==> src/rtl/mc_ctrl_pkg.sv <==
// Shared encodings for the multicycle control unit: state codes, opcodes,
// datapath mux/ALU encodings, fault codes and the opcode decoder.
package mc_ctrl_pkg;

    typedef enum logic [4:0] {
        S_RESET  = 5'd0,
        S_FETCH  = 5'd1,
        S_DECODE = 5'd2,
        S_ALU    = 5'd3,
        S_SHIFT  = 5'd4,
        S_WB     = 5'd5,
        S_ORI1   = 5'd6,
        S_ORI2   = 5'd7,
        S_ORI3   = 5'd8,
        S_LOAD   = 5'd9,
        S_LOADWB = 5'd10,
        S_STORE  = 5'd11,
        S_BR     = 5'd12,
        S_JR     = 5'd13,
        S_JAL1   = 5'd14,
        S_JAL2   = 5'd15,
        S_JAL3   = 5'd16,
        S_JAL4   = 5'd17,
        S_LDI1   = 5'd18,
        S_LDI2   = 5'd19,
        S_LDI3   = 5'd20,
        S_TRAP   = 5'd21
    } state_t;

    typedef enum logic [1:0] {
        FAULT_NONE    = 2'b00,
        FAULT_ILLEGAL = 2'b01,
        FAULT_TIMEOUT = 2'b10
    } fault_t;

    // Full 4-bit opcodes
    localparam logic [3:0] OP_LOAD  = 4'b0000;
    localparam logic [3:0] OP_LDI   = 4'b0001;
    localparam logic [3:0] OP_STORE = 4'b0010;
    localparam logic [3:0] OP_ADD   = 4'b0100;
    localparam logic [3:0] OP_BZ    = 4'b0101;
    localparam logic [3:0] OP_SUB   = 4'b0110;
    localparam logic [3:0] OP_NAND  = 4'b1000;
    localparam logic [3:0] OP_BNZ   = 4'b1001;
    localparam logic [3:0] OP_JAL   = 4'b1100;
    localparam logic [3:0] OP_BPZ   = 4'b1101;
    localparam logic [3:0] OP_JR    = 4'b1110;

    // Opcode families identified by the low three bits only
    localparam logic [2:0] OPL_SHIFT = 3'b011;
    localparam logic [2:0] OPL_ORI   = 3'b111;

    // ALU operand-B select
    localparam logic [2:0] ALU2_REG  = 3'b000;
    localparam logic [2:0] ALU2_ONE  = 3'b001;
    localparam logic [2:0] ALU2_IMM4 = 3'b010;
    localparam logic [2:0] ALU2_IMM5 = 3'b011;
    localparam logic [2:0] ALU2_IMM3 = 3'b100;
    localparam logic [2:0] ALU2_IMM8 = 3'b101;

    // ALU operation
    localparam logic [2:0] ALU_ADD   = 3'b000;
    localparam logic [2:0] ALU_SUB   = 3'b001;
    localparam logic [2:0] ALU_OR    = 3'b010;
    localparam logic [2:0] ALU_NAND  = 3'b011;
    localparam logic [2:0] ALU_SHIFT = 3'b100;

    // Memory address source
    localparam logic [1:0] ADDR_ALU = 2'b00;
    localparam logic [1:0] ADDR_PC  = 2'b01;
    localparam logic [1:0] ADDR_MDR = 2'b10;

    // States that wait on mem_ready and are guarded by the watchdog
    function automatic logic is_mem_state(input state_t s);
        return (s == S_FETCH) || (s == S_LOAD) || (s == S_STORE) ||
               (s == S_LDI1)  || (s == S_LDI2);
    endfunction

    // First execute state for an opcode; S_TRAP marks an illegal opcode
    function automatic state_t decode_op(input logic [3:0] op);
        state_t nxt;
        case (op)
            OP_ADD, OP_SUB, OP_NAND: nxt = S_ALU;
            OP_LOAD:                 nxt = S_LOAD;
            OP_STORE:                nxt = S_STORE;
            OP_BPZ, OP_BZ, OP_BNZ:   nxt = S_BR;
            OP_JR:                   nxt = S_JR;
            OP_JAL:                  nxt = S_JAL1;
            OP_LDI:                  nxt = S_LDI1;
            default: begin
                if (op[2:0] == OPL_SHIFT)    nxt = S_SHIFT;
                else if (op[2:0] == OPL_ORI) nxt = S_ORI1;
                else                         nxt = S_TRAP;
            end
        endcase
        return nxt;
    endfunction

endpackage

==> src/rtl/mc_wait_timer.sv <==
// Memory watchdog: counts stalled cycles and flags the one that would reach
// the TIMEOUT limit. A TIMEOUT of 0 disables it.
module mc_wait_timer #(
    parameter int TIMEOUT = 15,
    parameter int TMR_W   = 4
) (
    input  logic clock,
    input  logic resetn,
    input  logic clear,
    input  logic enable,
    output logic expired
);

    localparam logic [TMR_W-1:0] LAST = TMR_W'((TIMEOUT > 0) ? TIMEOUT - 1 : 0);

    logic [TMR_W-1:0] count;

    // Stall counter; saturates so a disabled watchdog never wraps into a false hit
    always_ff @(posedge clock or negedge resetn) begin
        if (!resetn) begin
            count <= '0;
        end else if (clear) begin
            count <= '0;
        end else if (enable && (count != '1)) begin
            count <= count + 1'b1;
        end
    end

    // The stalled cycle that completes TIMEOUT waits is the expiry cycle
    assign expired = (TIMEOUT != 0) && enable && (count == LAST);

endmodule

==> src/rtl/mc_control_unit.sv <==
// Multicycle processor control unit: state machine, combinational datapath
// controls, sticky fault code and retired-instruction counter.
module mc_control_unit
    import mc_ctrl_pkg::*;
#(
    parameter int TIMEOUT = 15,
    parameter int TMR_W   = 4,
    parameter int CNT_W   = 16
) (
    input  logic             clock,
    input  logic             resetn,
    input  logic [3:0]       instr,
    input  logic             N,
    input  logic             Z,
    input  logic             mem_ready,
    output logic             PCwrite,
    output logic             MemRead,
    output logic             MemWrite,
    output logic             IRload,
    output logic             OpASel,
    output logic             MDRload,
    output logic             OpABLoad,
    output logic             ALU1,
    output logic             ALUOutWrite,
    output logic             RFWrite,
    output logic             RegIn,
    output logic             FlagWrite,
    output logic             MDRsel,
    output logic [1:0]       AddrSel,
    output logic [2:0]       ALU2,
    output logic [2:0]       ALUop,
    output logic [4:0]       state_o,
    output logic             retire,
    output logic [CNT_W-1:0] instr_count,
    output logic [1:0]       fault
);

    state_t state, state_next;
    fault_t fault_q, fault_next;
    logic   wd_clear, wd_enable, wd_expired;

    // Watchdog restarts on every state change and counts only stalled memory cycles
    assign wd_enable = is_mem_state(state) && !mem_ready;
    assign wd_clear  = (state_next != state);

    mc_wait_timer #(
        .TIMEOUT(TIMEOUT),
        .TMR_W  (TMR_W)
    ) u_wait_timer (
        .clock  (clock),
        .resetn (resetn),
        .clear  (wd_clear),
        .enable (wd_enable),
        .expired(wd_expired)
    );

    // Next-state and fault selection
    always_comb begin
        state_next = state;
        fault_next = fault_q;
        case (state)
            S_RESET:  state_next = S_FETCH;
            S_FETCH:  if (mem_ready) state_next = S_DECODE;
            S_DECODE: begin
                state_next = decode_op(instr);
                if (state_next == S_TRAP) fault_next = FAULT_ILLEGAL;
            end
            S_ALU, S_SHIFT: state_next = S_WB;
            S_ORI1:   state_next = S_ORI2;
            S_ORI2:   state_next = S_ORI3;
            S_LOAD:   if (mem_ready) state_next = S_LOADWB;
            S_STORE:  if (mem_ready) state_next = S_FETCH;
            S_JAL1:   state_next = S_JAL2;
            S_JAL2:   state_next = S_JAL3;
            S_JAL3:   state_next = S_JAL4;
            S_LDI1:   if (mem_ready) state_next = S_LDI2;
            S_LDI2:   if (mem_ready) state_next = S_LDI3;
            S_WB, S_ORI3, S_LOADWB, S_BR, S_JR, S_JAL4, S_LDI3:
                      state_next = S_FETCH;
            S_TRAP:   state_next = S_TRAP;
            default:  state_next = S_TRAP;
        endcase
        // wd_expired already implies a stalled memory state
        if (wd_expired) begin
            state_next = S_TRAP;
            fault_next = FAULT_TIMEOUT;
        end
    end

    // Datapath controls decoded from the current state and live inputs
    always_comb begin
        // NOTE: every output gets a default before the case so no path can infer a latch.
        PCwrite     = 1'b0;
        MemRead     = 1'b0;
        MemWrite    = 1'b0;
        IRload      = 1'b0;
        OpASel      = 1'b0;
        MDRload     = 1'b0;
        OpABLoad    = 1'b0;
        ALU1        = 1'b0;
        ALUOutWrite = 1'b0;
        RFWrite     = 1'b0;
        RegIn       = 1'b0;
        FlagWrite   = 1'b0;
        MDRsel      = 1'b0;
        AddrSel     = ADDR_ALU;
        ALU2        = ALU2_REG;
        ALUop       = ALU_ADD;
        retire      = 1'b0;
        case (state)
            S_FETCH: begin
                AddrSel = ADDR_PC;
                MemRead = 1'b1;
                ALU2    = ALU2_ONE;
                PCwrite = mem_ready;
                IRload  = mem_ready;
            end
            S_DECODE: OpABLoad = 1'b1;
            S_ALU: begin
                ALU1        = 1'b1;
                ALUOutWrite = 1'b1;
                FlagWrite   = 1'b1;
                case (instr)
                    OP_SUB:  ALUop = ALU_SUB;
                    OP_NAND: ALUop = ALU_NAND;
                    default: ALUop = ALU_ADD;
                endcase
            end
            S_SHIFT: begin
                ALU1        = 1'b1;
                ALU2        = ALU2_IMM3;
                ALUop       = ALU_SHIFT;
                ALUOutWrite = 1'b1;
                FlagWrite   = 1'b1;
            end
            S_WB: begin
                RFWrite = 1'b1;
                retire  = 1'b1;
            end
            S_ORI1: begin
                OpASel   = 1'b1;
                OpABLoad = 1'b1;
            end
            S_ORI2: begin
                ALU1        = 1'b1;
                ALU2        = ALU2_IMM5;
                ALUop       = ALU_OR;
                ALUOutWrite = 1'b1;
                FlagWrite   = 1'b1;
            end
            S_ORI3: begin
                OpASel  = 1'b1;
                RFWrite = 1'b1;
                retire  = 1'b1;
            end
            S_LOAD: begin
                MemRead = 1'b1;
                MDRload = mem_ready;
            end
            S_LOADWB: begin
                ALUOutWrite = 1'b1;
                RFWrite     = 1'b1;
                RegIn       = 1'b1;
                retire      = 1'b1;
            end
            S_STORE: begin
                MemWrite = 1'b1;
                retire   = mem_ready;
            end
            S_BR: begin
                ALU2   = ALU2_IMM4;
                retire = 1'b1;
                case (instr)
                    OP_BPZ:  PCwrite = ~N;
                    OP_BZ:   PCwrite = Z;
                    OP_BNZ:  PCwrite = ~Z;
                    default: PCwrite = 1'b0;
                endcase
            end
            S_JR: begin
                ALU1    = 1'b1;
                ALU2    = ALU2_IMM8;
                PCwrite = 1'b1;
                retire  = 1'b1;
            end
            S_JAL1: begin
                ALU2        = ALU2_IMM8;
                ALUOutWrite = 1'b1;
            end
            S_JAL2: begin
                OpASel  = 1'b1;
                RFWrite = 1'b1;
            end
            S_JAL3: begin
                OpASel   = 1'b1;
                OpABLoad = 1'b1;
            end
            S_JAL4: begin
                ALU1    = 1'b1;
                ALU2    = ALU2_IMM4;
                PCwrite = 1'b1;
                retire  = 1'b1;
            end
            S_LDI1: begin
                MemRead = 1'b1;
                MDRload = mem_ready;
            end
            S_LDI2: begin
                AddrSel = ADDR_MDR;
                MDRsel  = 1'b1;
                MemRead = 1'b1;
                MDRload = mem_ready;
            end
            S_LDI3: begin
                OpASel  = 1'b1;
                RFWrite = 1'b1;
                RegIn   = 1'b1;
                retire  = 1'b1;
            end
            default: ;
        endcase
    end

    // State, sticky fault and retired-instruction count
    always_ff @(posedge clock or negedge resetn) begin
        // NOTE: non-blocking assignments so every register samples pre-edge values.
        if (!resetn) begin
            state       <= S_RESET;
            fault_q     <= FAULT_NONE;
            instr_count <= '0;
        end else begin
            state   <= state_next;
            fault_q <= fault_next;
            if (retire) instr_count <= instr_count + 1'b1;
        end
    end

    assign state_o = state;
    assign fault   = fault_q;

endmodule
==> config.mk <==
export PLATFORM = sky130hd
export DESIGN_NAME = mc_control_unit
export DESIGN_NICKNAME = d
export VERILOG_FILES = /design/src/rtl/mc_ctrl_pkg.sv /design/src/rtl/mc_wait_timer.sv /design/src/rtl/mc_control_unit.sv
export SDC_FILE = /design/constraint.sdc
export NUM_CORES = 1
export LEC_CHECK = 0
export ABC_AREA = 1
export CAP_MARGIN = 20
export CORE_MARGIN = 5
export CORE_UTILIZATION = 54
export DETAILED_ROUTE_END_ITERATION = 16
export PLACE_DENSITY = 0.87
export SYNTH_ARGS = -nofsm -noshare
export SYNTH_HDL_FRONTEND = slang
export SYNTH_SLANG_ARGS = --single-unit
==> constraint.sdc <==
create_clock -name clock -period 7.16 [get_ports clock]
set_input_delay 2.148 -clock clock [delete_from_list [all_inputs] [get_ports clock]]
set_output_delay 2.148 -clock clock [all_outputs]
set_load 0.05 [all_outputs]
==> impl_metrics.tcl, run 1 <==
set metrics [dict create \
    drive_above_1_share_pct 12.6 \
    synth.distinct_cells 35 \
    yosysTopAreaCellShare_pct 30.6 \
    vias 2219 \
    row_count 23 \
    cts_resized 0 \
    wl_per_cell_um 13.7 \
    syn_inst 314 \
    ys_seq_elements 27 \
    cts.clk_slew.worst_paths_ps 100 \
    fin_nets 377 \
    cts_tree "built" \
    synth_nets 326 \
    dr.pass1.iters 4 \
    grt_max_degree 28 \
    drv_cap 0 \
    leakage_nw 1.45 \
    cp_data_required_time_ps 5010 \
    status "finished, final reports clean" \
    hold_path_class "reg -> reg" \
    grt_first_pass_wirelength_um 9350 \
    cts_made_buffers 3 \
    fin_crit_sh_pct 89.5 \
    yosys_warnings 0 \
    vdd_drop_max_mv 0.105 \
    cellPowerDensity_nw_per_um2 93.2 \
    skew_ps 13.2 \
    totalWireLength_um 5650 \
    nFillCells 342 \
    avgSynthCellArea_sq_um 7.04 \
    maxSlewViolCount 0 \
    start_util_pct 55.7 \
    fin_crit_ps 6410 \
    clock-root-buffer "clkbuf_8" \
    n_antenna_cell 0 \
    fin_area_sq_um 2790 \
    grt_util_all_layers_pct 21.7 \
    die_height_um 74.0 \
    crit_arrival_ps 4260 \
    setup_violations 0 \
    fmax_mhz 156 \
    io_pins 54 \
    hold_violations 0 \
    yosysSeqAreaShare_pct 30.6 \
    dp_slack_ps 772 \
    via_per_inst 5.36 \
    worstSetupPathType "in -> out" \
    rsz0062_at_grt "no" \
    place_area_sq_um 2740 \
    coreArea_sq_um 3970 \
    worst_pin_slew_ps 518 \
    io_buffer_count 53 \
    synth_area_sq_um 2210 \
    grt_pass1_vias 2023 \
    hold_buffers 0 \
    area_growth_pct 26.0 \
    clock_latency_ps 280 \
    drc 0 \
    synth_area_leaders "dfrtp_1 31%, nand2_1 14%, inv_1 6.3%" \
    detail_route.iter0.violations 251 \
    fin_tns_setup_ps 0 \
    antenna_found_initial 0 \
    endpoint_kind "output port" \
    cts_buffer_depth 2 \
    cts.htree.levels 1 \
    die_w_um 74.0 \
    fin_ws_ps 749 \
    drtAntennaViolNets 0 \
    yosys.area.top_type "dfrtp_1" \
    cts_setup_buffers 0 \
    dp_hpwl_um 4510 \
    gp_congestion 0.939 \
    die_area_sq_um 5470 \
    cp-start-kind "primary input" \
    max-slew-margin-rel_pct 65.4 \
    cts_num_sinks 27 \
    path_max_fanout 7 \
    grt_overflow 0 \
]
## synth_stat cells
master / n
ha_1: 3
o21ai_2: 2
nand3_1: 27
nor2_2: 5
clkbuf_1: 1
nand4_1: 9
nor3_1: 6
or3b_2: 1
nor2_1: 37
nor3_2: 1
buf_4: 2
o21ai_0: 14
nor2_8: 2
nand2_2: 7
mux2_2: 1
o21ai_1: 1
inv_1: 37
nand4_4: 1
inv_6: 1
xor2_1: 7
nand3b_1: 1
or2_2: 1
nand3_2: 9
a31oi_1: 1
dfrtp_1: 27
buf_6: 5
a2111oi_0: 1
xnor2_1: 8
o211ai_1: 1
inv_2: 6
nand2_1: 80
a21oi_1: 4
nor2_4: 3
nand3_4: 1
clkinv_1: 1
## metal layers
layer	wire length, um	track usage, %	vias up	part of all wire, %
met1	2540	30.7	1007	45
met4	78	7.24	0	1.4
met2	2550	33.8	99	45
met5	0	0	-	0
met3	478	3.65	9	8.5
li1	-	-	1104	-
## cells in the final DEF (no fill, tap or decap), drive strengths merged, types with 3 or more instances in the layout
master / synthesis / layout
nand2: 87 / 87
xor2: 7 / 7
inv: 44 / 44
dfrtp: 27 / 27
nor3: 7 / 7
o21ai: 17 / 17
clkbuf: 1 / 3
xnor2: 8 / 8
clkdlybuf4s50: 0 / 53
nand4: 10 / 10
a21oi: 4 / 4
ha: 3 / 3
nor2: 47 / 47
nand3: 37 / 37
## worst max-delay path, cell delays in order
cell,delay [ps]
clkdlybuf4s50_1,580
nor2_1,60
nor2_1,120
nand2_1,110
a2111oi_0,280
or3b_2,180
clkdlybuf4s50_1,790
## path summary, 6_finish.rpt
kind / from / to / slack [ps] / cells after the start
worst max-delay path: instr[3] / PCwrite / 750 / 7
worst min-delay path: instr_count[14] / instr_count[14] / 510 / 1
min in group asynchronous: resetn / instr_count[11] / 2230 / 2
max in group asynchronous: resetn / fault[1] / 4660 / 2
worst min register to register: instr_count[14] / instr_count[14] / 510 / 1
worst max register to register: state_o[4] / instr_count[13] / 4750 / 12
## where the power goes
group	switching, mW	leakage [nW]	internal, mW
registers	0.0000528	0.346	0.152
logic	0.0109	1.08	0.00646
clock network	0.0501	0.0217	0.0396
## flip-flops by register name, indices dropped and copies added (netlist names)
signal,count
fault,2
state_o,5
u_wait_timer.count,4
instr_count,16
## through the flow
| stage | util (%) | power [mW] | instances | hold slack [ps] |
|---|---|---|---|---|
| floorplan | - | 0.162 | 314 | 531 |
| CTS | 70.1 | 0.261 | 414 | 508 |
| global placement | 68.9 | 0.172 | 410 | 483 |
| global route | 70.1 | 0.270 | 414 | 542 |
| detailed placement | 68.9 | 0.173 | 410 | 497 |
| finish | 70.1 | 0.260 | 414 | 509 |
## cells by family after synthesis
family | Yosys count | synth area share, %
adder cells (fa/ha/maj) | 3 | 1.70
AO/OA/AOI/OAI | 24 | 6.11
XOR/XNOR | 15 | 5.94
AND/OR/NAND/NOR | 191 | 43.9
buffers and inverters | 53 | 11.3
multiplexers | 1 | 0.509
flip-flops | 27 | 30.6
## final cells by class
| cell class | instances | area (sq um) | share of cell area [%] |
|---|---|---|---|
| timing repair buffer | 54 | 538 | 19.3 |
| clock inverter | 1 | 7.51 | 0.270 |
| tap | 50 | 62.6 | 2.25 |
| multi-input combinational | 234 | 1290 | 46.2 |
| sequential | 27 | 676 | 24.3 |
| clock buffer | 3 | 41.3 | 1.48 |
| inverter | 45 | 174 | 6.24 |
Power figures use the tool's default switching activity.
==> run 2, diff against run 1 <==
--- a/config.mk
+++ b/config.mk
@@ -8,9 +8,9 @@
 export ABC_AREA = 1
 export CAP_MARGIN = 20
 export CORE_MARGIN = 5
-export CORE_UTILIZATION = 54
+export CORE_UTILIZATION = 45
 export DETAILED_ROUTE_END_ITERATION = 16
-export PLACE_DENSITY = 0.87
+export PLACE_DENSITY = 0.75
 export SYNTH_ARGS = -nofsm -noshare
 export SYNTH_HDL_FRONTEND = slang
 export SYNTH_SLANG_ARGS = --single-unit
==> run 2 against run 1 <==
Against the previous run: combinational power fell by 3%; count of clock-buffer cells in the layout did not move; cell area rose by 0.76%; largest power group unchanged.
==> impl_metrics.tcl, run 2 (same netlist as run 1, synthesis figures left out) <==
set metrics [dict create \
    cts.htree.levels 1 \
    hold_path_class "reg -> reg" \
    fin_area_sq_um 2810 \
    layout_commonest_cell "nand2_1" \
    grt_first_pass_wirelength_um 9290 \
    detail_route.iter0.violations 131 \
    layout_common_cells "80 x nand2_1, 53 x clkdlybuf4s50_1, 37 x inv_1, 37 x nor2_1" \
    drv_cap 0 \
    endpoint_kind "output port" \
    regToRegSetupSlack_ps 4840 \
    path_max_fanout 7 \
    cts_setup_buffers 0 \
    io_pins 54 \
    cellPowerDensity_nw_per_um2 91.4 \
    wl_per_cell_um 12.4 \
    drtAntennaViolNets 0 \
    worstSetupPathType "in -> out" \
    whs_endpoint "instr_count[14]" \
    crit_arrival_ps 4280 \
    cts.clk_slew.worst_paths_ps 90 \
    grt_pass1_vias 2126 \
    fmax_mhz 156 \
    place_area_sq_um 2760 \
    grt_util_all_layers_pct 17.6 \
    cts_made_buffers 3 \
    cts_buffer_depth 2 \
    gp_congestion 0.922 \
    clock-root-buffer "clkbuf_8" \
    hp-start "instr_count[14]" \
    r2r_end "instr_count[13]" \
    coreArea_sq_um 4750 \
    fin_crit_sh_pct 89.7 \
    vias 2168 \
    maxSlewViolCount 0 \
    die_w_um 80.1 \
    largest_reg_flops 16 \
    drive_above_1_share_pct 12.6 \
    totalWireLength_um 5360 \
    dp_hpwl_um 4250 \
    die_area_sq_um 6420 \
    fin_nets 377 \
    cp-start-kind "primary input" \
    start_util_pct 46.5 \
    n_antenna_cell 0 \
    hold_violations 0 \
    grt_overflow 0 \
    leakage_nw 1.45 \
    regMostFlops "instr_count" \
    status "finished, final reports clean" \
    dr.pass1.iters 5 \
    vdd_drop_max_mv 0.117 \
    fin_tns_setup_ps 0 \
    rsz0062_at_grt "no" \
    hold_buffers 0 \
    cts_num_sinks 27 \
    hold_depth 1 \
    cts_resized 0 \
    nFillCells 454 \
    cts_tree "built" \
    io_buffer_count 53 \
    cp_data_required_time_ps 5010 \
    fin_crit_ps 6420 \
    clock_latency_ps 270 \
    antenna_found_initial 0 \
    row_count 25 \
    via_per_inst 5.03 \
    max-slew-margin-rel_pct 64.9 \
    drc 0 \
    area_growth_pct 26.9 \
    skew_ps 2.20 \
    r2r_start "state_o[4]" \
    setup_violations 0 \
    die_height_um 80.1 \
    worst_pin_slew_ps 524 \
    grt_max_degree 28 \
    r2r.worst_path.cells 12 \
]
## run 2: power breakdown
part           switching (mW)  total, mW  internal (mW)
combinational          0.0104     0.0168        0.00645
sequential          0.0000629      0.153          0.152
clock                  0.0477     0.0872         0.0395
## run 2: worst max path at each step
stage              start       to  slack [ps]  depth (start not counted)
6_report        instr[3]  PCwrite         740                          7
5_1_grt        mem_ready   retire         600                          6
4_1_cts         instr[3]  PCwrite         720                          7
3_5_place_dp    instr[3]  PCwrite         750                          7
3_3_place_gp    instr[3]  PCwrite         780                          7
2_1_floorplan  mem_ready  PCwrite        1460                          4
## run 2: metal layers
| metal | global-route usage [%] | wire length, um |
|---|---|---|
| met1 | 23.5 | 2520 |
| met2 | 29.6 | 2460 |
| met3 | 3.36 | 324 |
| met4 | 3.89 | 64 |
| met5 | 0 | 0 |
## run 2: stage by stage
step | setup WS [ps] | hold WS (ps) | util, % | std cells | power, mW
global route | 603 | 536 | 59.0 | 431 | 0.269
global placement | 781 | 487 | 58.0 | 427 | 0.172
detailed placement | 749 | 492 | 58.0 | 427 | 0.173
CTS | 725 | 505 | 59.0 | 431 | 0.258
finish | 736 | 501 | 59.0 | 431 | 0.257
floorplan | 1460 | 531 | - | 314 | 0.162
## run 2: critical path, cell delays in order
cell and delay (ps):
clkdlybuf4s50_1 570, nor2_1 60, nor2_1 140, nand2_1 110, a2111oi_0 270, or3b_2 180, clkdlybuf4s50_1 800
## run 2: final cells by class
type	instances	area (sq um)	share of cell area, %
multi-input cells	234	1290	45.8
inverters	45	174	6.20
flip-flops and latches	27	676	24.1
clock buffers	3	41.3	1.47
well taps	67	83.8	2.99
repair buffers	54	538	19.2
clock inverters	1	7.51	0.267
